<file path="src/rtl/nn_config_pkg.sv">
// Shared types for the neuron weight-fetch path.
//   fetch_state_t : controller FSM states (IDLE, FETCH, DRAIN)
//   FIFO_DEPTH    : depth of the weight output buffer
//   FIFO_CNT_W    : width of the buffer occupancy count
package nn_config_pkg;

  typedef enum logic [1:0] {
    IDLE,
    FETCH,
    DRAIN
  } fetch_state_t;

  localparam int unsigned FIFO_DEPTH = 2;
  localparam int unsigned FIFO_CNT_W = $clog2(FIFO_DEPTH + 1);

endpackage

</file>
<file path="src/rtl/weight_stream_fifo2.sv">
// Two-entry FIFO of {last, data} words feeding the weight stream.
// Ports:
//   clk, rst_n          : clock, asynchronous active-low reset
//   push_i              : write push_last_i/push_data_i at the next edge
//   push_last_i         : last flag stored with the word
//   push_data_i         : weight word
//   pop_i               : remove the head entry at the next edge
//   count_o             : current occupancy (0..2)
//   head_last_o         : last flag of the head entry
//   head_data_o         : head word; holds its previous value when empty
module weight_stream_fifo2
  import nn_config_pkg::*;
#(
  parameter int unsigned data_width = 16
) (
  input  logic                  clk,
  input  logic                  rst_n,
  input  logic                  push_i,
  input  logic                  push_last_i,
  input  logic [data_width-1:0] push_data_i,
  input  logic                  pop_i,
  output logic [FIFO_CNT_W-1:0] count_o,
  output logic                  head_last_o,
  output logic [data_width-1:0] head_data_o
);

  logic [FIFO_CNT_W-1:0] count_q;
  logic                  head_last_q;
  logic [data_width-1:0] head_data_q;
  logic                  tail_last_q;
  logic [data_width-1:0] tail_data_q;
  logic                  do_pop;
  logic                  do_push;

  assign do_pop  = pop_i && (count_q != '0);
  assign do_push = push_i && ((count_q < FIFO_CNT_W'(FIFO_DEPTH)) || do_pop);

  // Shift-register organisation: the head entry is always its own register,
  // so the head keeps showing the last popped word while the buffer is empty.
  always_ff @(posedge clk or negedge rst_n) begin
    if (!rst_n) begin
      count_q     <= '0;
      head_last_q <= 1'b0;
      head_data_q <= '0;
      tail_last_q <= 1'b0;
      tail_data_q <= '0;
    end else begin
      unique case ({do_push, do_pop})
        2'b10: begin
          if (count_q == '0) begin
            head_last_q <= push_last_i;
            head_data_q <= push_data_i;
          end else begin
            tail_last_q <= push_last_i;
            tail_data_q <= push_data_i;
          end
          count_q <= count_q + 1'b1;
        end
        2'b01: begin
          if (count_q == FIFO_CNT_W'(FIFO_DEPTH)) begin
            head_last_q <= tail_last_q;
            head_data_q <= tail_data_q;
          end
          count_q <= count_q - 1'b1;
        end
        2'b11: begin
          if (count_q == FIFO_CNT_W'(1)) begin
            head_last_q <= push_last_i;
            head_data_q <= push_data_i;
          end else begin
            head_last_q <= tail_last_q;
            head_data_q <= tail_data_q;
            tail_last_q <= push_last_i;
            tail_data_q <= push_data_i;
          end
        end
        default: ;
      endcase
    end
  end

  assign count_o     = count_q;
  assign head_last_o = head_last_q;
  assign head_data_o = head_data_q;

endmodule

</file>
<file path="src/rtl/weight_fetch_ctrl.sv">
// Read-side sequencer for a synchronous-read weight ROM (1-cycle latency).
// On start it reads addresses 0..num_weight-1 and streams the returned words
// as a valid/ready stream with a last flag, absorbing consumer backpressure.
// Ports:
//   clk, rst_n : clock, asynchronous active-low reset
//   start      : begin a weight pass (sampled only in IDLE)
//   busy       : pass in progress
//   done       : one-cycle pulse after the final beat handshakes
//   ren, radd  : ROM read enable / address
//   wdata      : ROM read data, valid the cycle after ren
//   m_valid, m_ready, m_data, m_last : output weight stream
module weight_fetch_ctrl
  import nn_config_pkg::*;
#(
  parameter int unsigned num_weight    = 784,
  parameter int unsigned data_width    = 16,
  parameter int unsigned address_width = 10
) (
  input  logic                     clk,
  input  logic                     rst_n,
  input  logic                     start,
  output logic                     busy,
  output logic                     done,
  output logic                     ren,
  output logic [address_width-1:0] radd,
  input  logic [data_width-1:0]    wdata,
  output logic                     m_valid,
  input  logic                     m_ready,
  output logic [data_width-1:0]    m_data,
  output logic                     m_last
);

  localparam logic [address_width-1:0] LAST_ADDR = address_width'(num_weight - 1);

  fetch_state_t             state_q;
  logic [address_width-1:0] addr_q;
  logic                     inflight_q;
  logic                     inflight_last_q;
  logic                     done_q;

  logic [FIFO_CNT_W-1:0]    count;
  logic                     head_last;
  logic [data_width-1:0]    head_data;
  logic                     pop;
  logic                     last_addr;
  logic [2:0]               occupied;
  logic                     credit_ok;

  assign m_valid   = (count != '0);
  assign pop       = m_valid & m_ready;
  assign last_addr = (addr_q == LAST_ADDR);

  // A read may issue only if the word it returns is guaranteed a buffer slot:
  // buffered + in-flight - leaving-this-cycle must be below the buffer depth.
  assign occupied  = 3'(count) + 3'(inflight_q);
  assign credit_ok = occupied < (3'(FIFO_DEPTH) + 3'(pop));

  assign ren     = (state_q == FETCH) && credit_ok;
  assign radd    = addr_q;
  assign busy    = (state_q != IDLE);
  assign done    = done_q;
  assign m_data  = head_data;
  assign m_last  = head_last & m_valid;

  always_ff @(posedge clk or negedge rst_n) begin
    if (!rst_n) begin
      state_q         <= IDLE;
      addr_q          <= '0;
      inflight_q      <= 1'b0;
      inflight_last_q <= 1'b0;
      done_q          <= 1'b0;
    end else begin
      inflight_q      <= ren;
      inflight_last_q <= ren & last_addr;
      done_q          <= 1'b0;
      unique case (state_q)
        IDLE: begin
          if (start) begin
            state_q <= FETCH;
            addr_q  <= '0;
          end
        end
        FETCH: begin
          // The counter stops on the last address instead of wrapping.
          if (ren) begin
            if (last_addr) state_q <= DRAIN;
            else           addr_q  <= addr_q + 1'b1;
          end
        end
        DRAIN: begin
          if (pop && head_last) begin
            state_q <= IDLE;
            done_q  <= 1'b1;
          end
        end
        default: state_q <= IDLE;
      endcase
    end
  end

  weight_stream_fifo2 #(
    .data_width(data_width)
  ) u_fifo (
    .clk        (clk),
    .rst_n      (rst_n),
    .push_i     (inflight_q),
    .push_last_i(inflight_last_q),
    .push_data_i(wdata),
    .pop_i      (pop),
    .count_o    (count),
    .head_last_o(head_last),
    .head_data_o(head_data)
  );

endmodule

</file>
<file path="config.mk">
export PLATFORM = sky130hd
export DESIGN_NAME = weight_fetch_ctrl
export DESIGN_NICKNAME = d
export VERILOG_FILES = /design/src/rtl/nn_config_pkg.sv /design/src/rtl/weight_stream_fifo2.sv /design/src/rtl/weight_fetch_ctrl.sv
export SDC_FILE = /design/constraint.sdc
export NUM_CORES = 1
export LEC_CHECK = 0
export BUFFER_PORTS_ARGS = -buffer_cell sky130_fd_sc_hd__buf_2
export CAP_MARGIN = 0
export CORE_ASPECT_RATIO = 1.5
export CORE_UTILIZATION = 45
export CTS_CLUSTER_DIAMETER = 50
export DETAILED_ROUTE_END_ITERATION = 10
export HOLD_SLACK_MARGIN = 0.05
export PLACE_DENSITY = 0.66
export SYNTH_ARGS = -nofsm -noshare
export SYNTH_HDL_FRONTEND = slang
export SYNTH_SLANG_ARGS = --single-unit
export TNS_END_PERCENT = 20
</file>
<file path="constraint.sdc">
create_clock -name clk -period 2.8 [get_ports clk]
set_input_delay 0.42 -clock clk [delete_from_list [all_inputs] [get_ports clk]]
set_output_delay 0.42 -clock clk [all_outputs]
set_load 0.005 [all_outputs]
</file>
* Yosys cells after proc, flatten, opt, wreduce, memory -nomap -nowiden *
Cells that the tools add are included.

operators by class
  shift operators = 0
  reduce and logical (&&, ||, !) cells = 17
  magnitude comparators = 2
  mux-type cells = 26
  equality and inequality tests = 17
  add/subtract/negate cells = 5
  $mul = 0
  div/mod/pow operators = 0
  bitwise gates (word level) = 3

operator list
  cell                                                    number
  2-to-1 mux 16 bit                                       5
  case mux 16 bit (3 select lines)                        1
  case mux 16 bit (2 select lines)                        1
  2-to-1 mux 10 bit                                       3
  case mux 10 bit (2 select lines)                        1
  inequality test 2 bit (second input constant)           7
  adder 10 x 1 -> 10 bit (second input constant)          1
  == test 10 bit (second input constant)                  1
  nonzero test 2 bit                                      5
  == test 2 bit (second input constant)                   4
  2-to-1 mux 2 bit                                        4
  AND reduction 4 bit                                     2
  2-to-1 mux 1 bit                                        7
  == test 2 x 1 -> 1 bit (second input constant)          3
  case mux 2 bit (3 select lines)                         1
  AND reduction 3 bit                                     2
  logical AND 1 bit                                       4
  zero test 2 bit                                         2
  inequality test 2 x 1 -> 1 bit (second input constant)  2
  case mux 2 bit (2 select lines)                         1
  adder 2 x 1 -> 3 bit                                    1
  adder 2 x 1 -> 3 bit (first input constant)             1
  AND 1 bit                                               3
  less-than comparator 3 bit                              1
  other kinds (7)                                         7

word-level totals
  output and inout port bits = 31
  bits in read-only memories = 0
  input port bits = 20
  memories = 0
  flip-flop bits (word level) = 51
  memory bits (writable) = 0
  latch bits = 0
  logic and storage cells = 80

* Logic depth before layout (Yosys ltp) *
  depth after elaboration = 8
  gate-level depth with buffers = 12
  gate-level depth less buffers = 11

* Hierarchy *
A second synthesis with hierarchy kept.

second synthesis, totals
  cell total of the unflattened synthesis = 256
  area, all modules = 2747.6 um2

by module, submodules not included
  module               seq. area each (um2)  cells an instance  times used  area an instance (um2)
  weight_stream_fifo2  900.9                 167                1           1871.8
  weight_fetch_ctrl    375.4                 89                 1           875.8

* Worst setup path after synthesis *
OpenSTA, ideal clock, no wires.

  path kind = register -> register
  from = register u_fifo.count_q[0] (netlist: u_fifo.count_o[0])
  to = register u_fifo.tail_data_q[10]
  required time = 2.675 ns
  arrival time = 2.244 ns
  cell stages (with the launch flop) = 13
  path buffers = 1
  period minus slack after synthesis = 2.369 ns
  setup slack = 0.431 ns
  library setup time = 0.125 ns
  cell sequence = dfrtp_1 > inv_1 > ha_1 > inv_1 > nand2_1 > nand2_1 > and2_1 > ha_1 > nand2_1 > o21ai_0 > a21oi_2 > buf_4 > mux2_2

between the ends
  cells in the longest elaborated chain, start to end = 8
  elaborated cells on any way between the ends = 15
  those cells by class = order compare: 1; eq/ne: 5; mux: 1; bitwise: 1; reduce/logical: 7

ends and longest elaborated chain
  element                                                                       RTL line                                            source
  start: declaration                                                            weight_stream_fifo2.sv:27                           logic [FIFO_CNT_W-1:0] count_q;
  start signal: assignment                                                      weight_stream_fifo2.sv:57                           count_q <= count_q + 1'b1;
  start signal: assignment                                                      weight_stream_fifo2.sv:64                           count_q <= count_q - 1'b1;
  nonzero test 2 bit                                                            weight_stream_fifo2.sv:35, weight_fetch_ctrl.sv:49
  AND 1 bit                                                                     weight_fetch_ctrl.sv:50                             assign pop = m_valid & m_ready;
  logical AND 1 bit                                                             weight_stream_fifo2.sv:35                           assign do_pop = pop_i && (count_q != '0);
  logical OR 1 bit                                                              weight_stream_fifo2.sv:36                           assign do_push = push_i && ((count_q < FIFO_CNT_W'(FIFO_DEPTH)) || do_pop);
  logical AND 1 bit                                                             weight_stream_fifo2.sv:36
  == test 2 bit                                                                 weight_stream_fifo2.sv:48                           unique case ({do_push, do_pop})
  inequality test 2 bit (no line) / nonzero test 2 bit (equally long branches)  -
  AND reduction 3 bit (no line)                                                 -
  end signal: assignment                                                        weight_stream_fifo2.sv:55                           tail_data_q <= push_data_i;
  end signal: assignment                                                        weight_stream_fifo2.sv:74                           tail_data_q <= push_data_i;
  end: declaration                                                              weight_stream_fifo2.sv:31                           logic [data_width-1:0] tail_data_q;

Parallel ways exist; a longest one is shown, timed or not.
A chain may end at the register's enable or synchronous reset.

* Worst setup path after layout *
  from = register inflight_q
  to = output port ren

between the ends
  cells in the longest elaborated chain, start to end = 3

ends and longest elaborated chain
  element                     RTL line                 source
  start: declaration          weight_fetch_ctrl.sv:37  logic inflight_q;
  start signal: assignment    weight_fetch_ctrl.sv:73  inflight_q <= ren;
  adder 2 x 1 -> 3 bit        weight_fetch_ctrl.sv:55  assign occupied = 3'(count) + 3'(inflight_q);
  less-than comparator 3 bit  weight_fetch_ctrl.sv:56  assign credit_ok = occupied < (3'(FIFO_DEPTH) + 3'(pop));
  logical AND 1 bit           weight_fetch_ctrl.sv:58  assign ren = (state_q == FETCH) && credit_ok;
  end: declaration            weight_fetch_ctrl.sv:24  output logic ren,

Every way passes these cells.

==> metrics.md <==
| Metric | Value |
|---|---|
| Sw Pwr | 1.32 mW |
| Post-CTS setup buffers | 0 |
| Synth cell types | 39 |
| # hold bufs at CTS | 0 |
| Crit path required time | 2.38 ns |
| Clk_skew | 0.00931 ns |
| CP Launch Type | register |
| Run status | finished, final reports clean |
| Htree depth | 2 |
| Overall Global Routing Usage | 18.8% |
| Post-synth top cells | 51 x dfrtp_1, 20 x nor2_1, 18 x a21oi_1 |
| Most frequent cell after synthesis | dfrtp_1 |
| Ant. Diodes | 0 |
| GRT overflow | 0 |
| First-pass DRT Iterations | 4 |
| Crit path DAT | 2.07 ns |
| Static leakage | 1.43 nW |
| Routed wire length per instance | 14.7 um |
| Top-area cell type share of the netlist area | 50.7% |
| Slew Limit Headroom | 56.9% |
| FFs w/ async S/R, synth | 100% |
| Die Area | 0.00590 mm2 |
| Worst-path clk slew | 0.10 ns |
| RePlAce Congestion | 0.875 |
| TritonCTS Buffers | 5 |
| Final period utilization | 89.0% |
| Sequential Power Share | 37.8% |
| Synth Flop Type | dfrtp_1 |
| Port-buffer cells | 50 |
| Synth warnings | 0 |
| Root buffer cell | clkbuf_8 |
| Slew Viols, Final | 0 |
| Area Growth Syn to Fin | 18.2% |
| Detailed placement HPWL | 3740 um |
| Power density cells | 1140 mW/mm2 |
| Combinational Power Share | 47.1% |
| Initial antenna violation count | 0 |
| Chip width | 63.0 um |
| Clock Path Buffers | 2 |
| Max VDD drop | 0.506 mV |
| Clock sinks | 51 |
| Worst Tran Pin Value | 0.645 ns |
| Iter 0 DRT Violations | 99 |
| Layout cells sized above 1 | 31.6% |
| CORE AREA | 0.00541 mm2 |
| Largest net degree at the start of global routing | 35 |
| Synth area leaders | dfrtp_1 51%, mux2_2 7.6%, ha_1 6.5%, a22oi_1 5.1%, a21oi_1 3.6% |
| Boundary pin count | 51 |
| DRC Markers | 0 |
| Placed insts | 344 |
| Sequential share of the synthesized area | 50.7% |
| TritonCTS clock tree | yes |
| Vias in the first global route | 1,911 |
| CP max FO | 13 |
| Final Hold Fails | 0 |
| Syn Inst Count | 227 |
| Mapped cell area | 0.00251 mm2 |
| First-pass GRT wire length | 8800 um |
| Cell taking the most area after synthesis | dfrtp_1 |
| Clock latency at the later pin of the worst-skew pair | 0.30 ns |
| Post-synth EDFFs | 0 |
| Die Span Y | 93.6 um |
| Fin cells | 352 |
| Fmax | 401 MHz |
| P_int | 2.07 mW |
| Syn Area/Cell | 11.1 um2 |
| CP Capture Type | output port |
| Final nets | 314 |
| HP Class | in2async |
| FP Rows | 33 |
| CP Class | reg2out |
| Tmin final | 2.49 ns |
| Post-synth net total | 260 |
| PostCTS Resize Cnt | 0 |
| TNS Setup | 0 ns |
| Max-cap viol count | 0 |
| Clock power frac | 15.1% |
| RSZ-0062 raised after global routing | no |
| Vias | 1,939 |
| Initial core utilization | 46.5% |
| Switching share of power | 38.9% |
| Post-route ant nets | 0 |
| Setup Viol. Count Final | 0 |
| DR vias/cell | 5.51 |
| Synthesized flop and latch total | 51 |
| DRT Wirelength | 5170 um |
-- worst max-delay path, cell delays in order (launching register included) --
cell and delay, ns:
dfrtp_1 0.41, ha_1 0.21, ha_1 0.22, nor4b_4 0.30, o211a_1 0.44, buf_2 0.19
-- metrics by stage --
| step | hold slack [ns] | utilization [%] | area (um2) | setup slack (ns) | power, mW |
|---|---|---|---|---|---|
| finish | 0.0703 | 54.9 | 2970 | 0.307 | 3.39 |
| global route | 0.0988 | 54.9 | 2970 | 0.0926 | 3.69 |
| CTS | 0.0874 | 54.9 | 2970 | 0.283 | 3.45 |
| detailed placement | 0.423 | 52.9 | 2860 | 0.310 | 2.93 |
| global placement | 0.408 | 52.9 | 2860 | 0.401 | 2.87 |
| floorplan | 0.124 | - | 2510 | 0.431 | 2.44 |
-- final timing paths --
path / from / end / slack (ns) / cells after the start
setup / recovery: inflight_q / ren / 0.31 / 5
hold / removal: rst_n / u_fifo.head_data_o[3] / 0.07 / 1
setup reg to reg: u_fifo.count_o[1] / u_fifo.tail_data_q[1] / 0.31 / 11
hold reg to reg: inflight_last_q / u_fifo.tail_last_q / 0.51 / 1
max in group asynchronous: rst_n / radd[0] / 2.12 / 2
min in group clk: wdata[11] / u_fifo.tail_data_q[11] / 0.36 / 2
-- per-layer routing --
layer	up-vias	GRT usage [%]	share of wire, %
met5	-	0	0
met4	0	6.59	1.4
met3	9	3.29	3.4
met2	52	34.6	52
met1	935	21.5	43
li1	943	-	-
-- power by group through the flow --
stage	clock (mW)	combinational, mW	sequential (mW)
2_1_floorplan	0	1.16	1.28
3_3_place_gp	0	1.58	1.29
3_5_place_dp	0	1.63	1.30
4_1_cts	0.530	1.63	1.29
5_1_grt	0.552	1.81	1.33
6_report	0.513	1.60	1.28
-- state kept, by name (all words and copies together) (netlist names), 2 cells and up --
register	flops
u_fifo.count_o	2
u_fifo.head_data_o	16
state_q	2
u_fifo.tail_data_q	16
radd	10
-- area by class of cell --
| class | instances | area (um2) |
|---|---|---|
| repair buffers | 56 | 295 |
| fillers | 501 | 2440 |
| clock buffers | 5 | 68.8 |
| flip-flops and latches | 51 | 1280 |
| clock inverters | 3 | 43.8 |
| multi-input cells | 158 | 1170 |
| inverters | 9 | 33.8 |
| well taps | 70 | 87.6 |
-- placed cells by master, fill, tap and decap left out, types with 2 or more instances in the layout --
cell / synthesis / layout
and3_1: 6 / 6
clkbuf_8: 0 / 5
inv_1: 9 / 9
mux2i_1: 5 / 5
buf_4: 3 / 6
o21ai_0: 2 / 2
nor2_1: 20 / 20
mux2_2: 17 / 17
a31oi_1: 8 / 8
a22oi_1: 17 / 17
buf_2: 4 / 50
and2_1: 2 / 2
a21oi_1: 18 / 18
o41ai_1: 4 / 4
dfrtp_1: 51 / 51
ha_1: 13 / 13
nand3_1: 6 / 6
nand2_1: 17 / 17
a41oi_1: 2 / 2
and4_1: 2 / 2
-- cells by family (layout without fill, tap and decap cells) --
| family | after synthesis | count (layout) | synth area share (%) |
|---|---|---|---|
| mux | 22 | 22 | 9.60 |
| compound gates | 61 | 61 | 17.0 |
| fa+ha+maj | 13 | 13 | 6.47 |
| flops | 51 | 51 | 50.7 |
| buf+inv | 18 | 73 | 3.33 |
| xor+xnor | 1 | 1 | 0.348 |
| simple gates | 61 | 61 | 12.5 |
Power figures use the tool's default switching activity.
